$ cat src/rtl/neuron_operand_loader_if.sv
// Element stream in, assembled neuron vector out, plus the length-error pulse.
// The loader uses the slave modport; whoever feeds and drains it uses master.
interface neuron_operand_loader_if #(
  parameter int N  = 2,
  parameter int QM = 6,
  parameter int QN = 10,
  parameter int WM = 6,
  parameter int WN = 10
);
  localparam int QW = QM + QN;
  localparam int WW = WM + WN;

  logic                         s_valid;
  logic                         s_ready;
  logic signed [QW-1:0]         s_in;
  logic signed [WW-1:0]         s_weight;
  logic                         s_bias;
  logic                         s_last;

  logic                         m_valid;
  logic                         m_ready;
  logic signed [N-1:0][QW-1:0]  m_in;
  logic signed [N-1:0][WW-1:0]  m_weights;
  logic                         m_bias;

  logic                         err_len;

  modport master (
    output s_valid, s_in, s_weight, s_bias, s_last, m_ready,
    input  s_ready, m_valid, m_in, m_weights, m_bias, err_len
  );

  modport slave (
    input  s_valid, s_in, s_weight, s_bias, s_last, m_ready,
    output s_ready, m_valid, m_in, m_weights, m_bias, err_len
  );
endinterface

$ cat src/rtl/neuron_operand_loader.sv
// Double-buffered operand loader: elements fill a fill bank; a full bank moves to the
// registered output bank one cycle after completion, so streaming runs bubble-free.
module neuron_operand_loader #(
  parameter int N  = 2,
  parameter int QM = 6,
  parameter int QN = 10,
  parameter int WM = 6,
  parameter int WN = 10
) (
  input  logic                   clk,
  input  logic                   rst_n,
  neuron_operand_loader_if.slave bus
);
  localparam int QW = QM + QN;
  localparam int WW = WM + WN;
  localparam int IW = (N > 1) ? $clog2(N) : 1;
  localparam logic [IW-1:0] LAST_IDX = IW'(N - 1);

  logic [IW-1:0]        idx;
  logic                 fill_full;
  logic                 fill_bias;
  logic [N-1:0][QW-1:0] fill_in;
  logic [N-1:0][WW-1:0] fill_w;

  logic                 out_vld;
  logic                 out_bias;
  logic [N-1:0][QW-1:0] out_in;
  logic [N-1:0][WW-1:0] out_w;
  logic                 err_q;

  logic                 s_rdy;
  logic                 accept;
  logic                 last_slot;
  logic                 xfer;

  // Stall only when both banks hold a vector and the neuron is not taking one.
  always_comb begin
    xfer      = fill_full && (!out_vld || bus.m_ready);
    s_rdy     = !fill_full || !out_vld || bus.m_ready;
    accept    = bus.s_valid && s_rdy;
    last_slot = (idx == LAST_IDX);
  end

  always_ff @(posedge clk or negedge rst_n) begin
    if (!rst_n) begin
      idx       <= '0;
      fill_full <= 1'b0;
      err_q     <= 1'b0;
    end else begin
      err_q <= accept && (last_slot ? !bus.s_last : bus.s_last);
      if (accept) begin
        if (last_slot || bus.s_last)
          idx <= '0;
        else
          idx <= idx + 1'b1;
      end
      if (accept && last_slot)
        fill_full <= 1'b1;
      else if (xfer)
        fill_full <= 1'b0;
    end
  end

  // Overwriting slot 0 on a transfer edge is safe: the output bank samples the old contents.
  always_ff @(posedge clk) begin
    if (accept) begin
      fill_in[idx] <= bus.s_in;
      fill_w[idx]  <= bus.s_weight;
      if (idx == '0)
        fill_bias <= bus.s_bias;
    end
  end

  always_ff @(posedge clk or negedge rst_n) begin
    if (!rst_n) begin
      out_vld  <= 1'b0;
      out_in   <= '0;
      out_w    <= '0;
      out_bias <= 1'b0;
    end else if (xfer) begin
      out_vld  <= 1'b1;
      out_in   <= fill_in;
      out_w    <= fill_w;
      out_bias <= fill_bias;
    end else if (bus.m_ready) begin
      out_vld <= 1'b0;
    end
  end

  assign bus.s_ready   = s_rdy;
  assign bus.m_valid   = out_vld;
  assign bus.m_in      = out_in;
  assign bus.m_weights = out_w;
  assign bus.m_bias    = out_bias;
  assign bus.err_len   = err_q;
endmodule

$ cat src/flat_wrapper.sv
// flat-port wrapper written by rule: the top's interface ports become plain ports
module neuron_operand_loader_flat 
#(
  parameter int N  = 2,
  parameter int QM = 6,
  parameter int QN = 10,
  parameter int WM = 6,
  parameter int WN = 10
)
  (clk, rst_n, bus_s_valid, bus_s_in, bus_s_weight, bus_s_bias, bus_s_last, bus_m_ready, bus_s_ready, bus_m_valid, bus_m_in, bus_m_weights, bus_m_bias, bus_err_len);
  neuron_operand_loader_if #(.N(N), .QM(QM), .QN(QN), .WM(WM), .WN(WN)) bus_i ();
  input  logic clk;
  input  logic rst_n;
  input wire logic [$bits(bus_i.s_valid)-1:0] bus_s_valid;
  input wire logic [$bits(bus_i.s_in)-1:0] bus_s_in;
  input wire logic [$bits(bus_i.s_weight)-1:0] bus_s_weight;
  input wire logic [$bits(bus_i.s_bias)-1:0] bus_s_bias;
  input wire logic [$bits(bus_i.s_last)-1:0] bus_s_last;
  input wire logic [$bits(bus_i.m_ready)-1:0] bus_m_ready;
  output wire logic [$bits(bus_i.s_ready)-1:0] bus_s_ready;
  output wire logic [$bits(bus_i.m_valid)-1:0] bus_m_valid;
  output wire logic [$bits(bus_i.m_in)-1:0] bus_m_in;
  output wire logic [$bits(bus_i.m_weights)-1:0] bus_m_weights;
  output wire logic [$bits(bus_i.m_bias)-1:0] bus_m_bias;
  output wire logic [$bits(bus_i.err_len)-1:0] bus_err_len;
  assign bus_i.s_valid = bus_s_valid;
  assign bus_i.s_in = bus_s_in;
  assign bus_i.s_weight = bus_s_weight;
  assign bus_i.s_bias = bus_s_bias;
  assign bus_i.s_last = bus_s_last;
  assign bus_i.m_ready = bus_m_ready;
  assign bus_s_ready = bus_i.s_ready;
  assign bus_m_valid = bus_i.m_valid;
  assign bus_m_in = bus_i.m_in;
  assign bus_m_weights = bus_i.m_weights;
  assign bus_m_bias = bus_i.m_bias;
  assign bus_err_len = bus_i.err_len;
  neuron_operand_loader #(.N(N), .QM(QM), .QN(QN), .WM(WM), .WN(WN)) u_core (.clk(clk), .rst_n(rst_n), .bus(bus_i));
endmodule
$ cat config.mk
export PLATFORM = sky130hd
export DESIGN_NAME = neuron_operand_loader_flat
export DESIGN_NICKNAME = d
export VERILOG_FILES = /design/src/rtl/neuron_operand_loader_if.sv /design/src/rtl/neuron_operand_loader.sv /design/src/flat_wrapper.sv
export SDC_FILE = /design/constraint.sdc
export NUM_CORES = 1
export LEC_CHECK = 0
export CELL_PAD_IN_SITES_DETAIL_PLACEMENT = 1
export CELL_PAD_IN_SITES_GLOBAL_PLACEMENT = 2
export CORE_MARGIN = 1
export CORE_UTILIZATION = 37
export CTS_CLUSTER_SIZE = 8
export DETAILED_ROUTE_END_ITERATION = 6
export PLACE_DENSITY = 0.86
export SYNTH_ARGS = -nofsm -noshare
export SYNTH_HDL_FRONTEND = slang
export SYNTH_SLANG_ARGS = --single-unit
export TNS_END_PERCENT = 10
$ cat constraint.sdc
create_clock -name clk -period 3.35 [get_ports clk]
set_input_delay 0.67 -clock clk [delete_from_list [all_inputs] [get_ports clk]]
set_output_delay 0.67 -clock clk [all_outputs]
set_load 0.01 [all_outputs]
==> impl_results.md <==
* Via count of the first global-routing pass at 2,697
* Final Cycle Share at just under 80%
* DRC viols at 0
* Max-slew violations at 0
* Synth top area cells: edfxtp_1, dfrtp_1, mux2_4
* Min-Delay Path Class: in -> async
* Most frequent cells in the layout: clkdlybuf4s50_1, dfrtp_1, edfxtp_1
* Internal power at 4.17 mW
* Area of the core at 0.0127 sq mm
* Most used cell, CP: clkdlybuf4s50_1
* WS Path Type: in -> out
* First-pass GRT wire length at 14,900 microns
* TritonCTS clock tree: done
* Gr usage total at 15.8%
* H-tree levels at 4
* WL final at 9560 microns
* Worst slew margin at 38.9%
* FP Rows at between 40 and 50
* Cells after Synth at 220
* Crit path from: bus_m_ready
* CTS hold repair buffers at 0
* Share of layout cells above drive strength 1 at 24.9%
* CP cell instances: clkdlybuf4s50_1, nand3b_1, clkdlybuf4s50_1
* Inserted Clock Buffers at 17
* CP Capture Type: primary output
* Die ar. at 0.0135 sq mm
* RePlAce Congestion at 0.687
* P_leak at 2.72 nW
* Chip Height at about 120 microns
* Flop-to-flop setup slack at 1.49 ns
* Maximum vdd ir drop at 400 uV
* Area growth syn-to-layout at 36.7%
* Setup-failing EPs final at 0
* Placed Cells incl. Taps at just under 500
* I/O Pins at 106
* Number of max-cap violations at 0
* Post-CTS Resized at 0
* ANT cells at 0
* Clk_skew at 0.00568 ns
* Switching Fraction at 25.2%
* Worst path max stage delay at slightly below 0.6 ns
* Die width at 116 microns
* Register area share after synthesis at approximately three quarters
* FF-to-FF Start: u_core.fill_full
* Final hold viol count at 0
* Final ANT Viol Nets at 0
* Status: completed
* Area leader, netlist: edfxtp_1
* Top-area cell type share of the netlist area at 40.6%
* Sequential power share at 42.5%
* Clock Tree Buf Depth at 2
* Gate power share at 26.8%
* Clk slew on worst S/H paths at 0.05 ns
* Initial drt markers at 103
* DP Wirelength at between 6000 and 7000 microns
* Avg Inst Size Synth at 21.9 sq um
* Mapped Area at between 0.004 and 0.005 sq mm
* Final Net Count at 380
* Via density at 4.49
* Pin count of the biggest net entering global routing at 70
* RR Endpoint: u_core.fill_in[21]
* Post-Place Setup Slack at 0.697 ns
* Initial antenna violation count at 0
* Placed Area at 0.00602 sq mm
* PwrDens at 848 mW/mm^2
* RSZ-0062 raised after global routing: no
* Final Critical Period at ~2.6 ns
* Clock Power Share at between 30% and 40%
* WL per Instance at 18.2 microns
* # fillers at 1,182
* Post-synth cell types at 18
* Setup slack after layout at roughly 0.73 ns
* Post-Layout Cell Count at between 500 and 600
* Clock Latency Late Sink at a little over 0.4 ns
* Total power at 5.57 mW
* Worst slew pin tran at 0.917 ns
* Worst EP required at 2.68 ns
* Slowest cell on the critical path: clkdlybuf4s50_1
* Final instance area at between 0.006 and 0.007 sq mm
* Initial Utilization at 37.9%
* Yosys warns at 0
* CP arrival at about 2.0 ns
* Yosys reg bits at 134
* Via count at roughly 2,400
* Setup TNS at 0 ns
* CTS Sinks at approximately 130
* Net Switching at 1.40 mW
* Worst Path Max Fanout at 7
* I/O Buffers at 105
* Root buffer cell: clkbuf_16
* Most common cell after layout, fill and taps aside: clkdlybuf4s50_1
* Postcts setup bufs at 0
* Synthesized Nets at 259
* First-pass DRT Iterations at 4
* Total congestion overflow at 0
* Worst Setup Start Kind: input pin
* Top achievable clock speed at around 380 MHz
* Worst reg2reg path depth at 3
cells in the mapped netlist:
cell type / number
dfrtp_1: 69
edfxtp_1: 65
mux2_4: 50
mux2_1: 15
buf_12: 5
and3_1: 2
inv_1: 2
nand2_1: 2
a21oi_1: 1
a31o_2: 1
buf_2: 1
buf_6: 1
ha_1: 1
nand2_2: 1
nand2b_1: 1
nand2b_4: 1
nand3b_1: 1
nor2b_1: 1
area by class of cell:
type	instances	area, sq um	share of cell area, %
inverters	2	7.51	0.114
clock buffers	23	468	7.12
repair buffers	109	1100	16.8
clock inverters	9	78.8	1.20
well taps	172	215	3.27
multi-input cells	77	1020	15.5
flip-flops and latches	134	3680	56.0
metal layers:
metal / vias to the layer above / GRT usage (%) / wire [microns]
met1: 1222 / 18.4 / 4080
met3: 12 / 6.96 / 565
met2: 72 / 25.7 / 4800
li1: 1056 / - / -
met4: 0 / 6.41 / 117
met5: - / 0 / 0
stage by stage:
stage,hold slack [ns],util [%]
after global routing,0.466,51.9
after floorplan,0.374,-
final,0.399,51.9
after CTS,0.425,51.9
after global placement,0.434,47.5
after detailed placement,0.441,47.5
cell families (layout without fill, tap and decap cells):
| logic type | count (synthesis) | after routing | share of synthesized area, % |
|---|---|---|---|
| simple gates | 9 | 9 | 1.25 |
| compound gates | 2 | 2 | 0.286 |
| flops | 134 | 134 | 76.5 |
| buf+inv | 9 | 143 | 2.58 |
| mux | 65 | 65 | 19.1 |
| fa+ha+maj | 1 | 1 | 0.260 |
state kept, by name, summed over array words and instances, names as in the netlist:
register	cells
u_core.bus.err_len	1
u_core.bus.m_bias	1
u_core.bus.m_in	32
u_core.bus.m_valid	1
u_core.bus.m_weights	32
u_core.fill_bias	1
u_core.fill_full	1
u_core.fill_in	32
u_core.fill_w	32
u_core.idx	1
critical path: cells and delay by family:
kind	cells	cell delay, ns
buffers and inverters	2	1.05
AND/OR/NAND/NOR	1	0.23
power groups by stage:
stage | registers, mW | logic [mW] | clock network [mW]
after floorplan | 2.50 | 0.530 | 0
after global placement | 2.38 | 1.46 | 0
after detailed placement | 2.40 | 1.51 | 0
after CTS | 2.38 | 1.52 | 1.75
after global routing | 2.41 | 1.60 | 1.83
final | 2.37 | 1.49 | 1.71
worst max path at each step:
stage / depth (start not counted) / end
3_5_place_dp: 4 / u_core.fill_w[17]
3_3_place_gp: 3 / bus_s_ready
2_1_floorplan: 2 / u_core.fill_in[16]
4_1_cts: 3 / bus_s_ready
6_report: 3 / bus_s_ready
5_1_grt: 3 / bus_s_ready
Note: power is estimated with default switching activity, not from simulation.
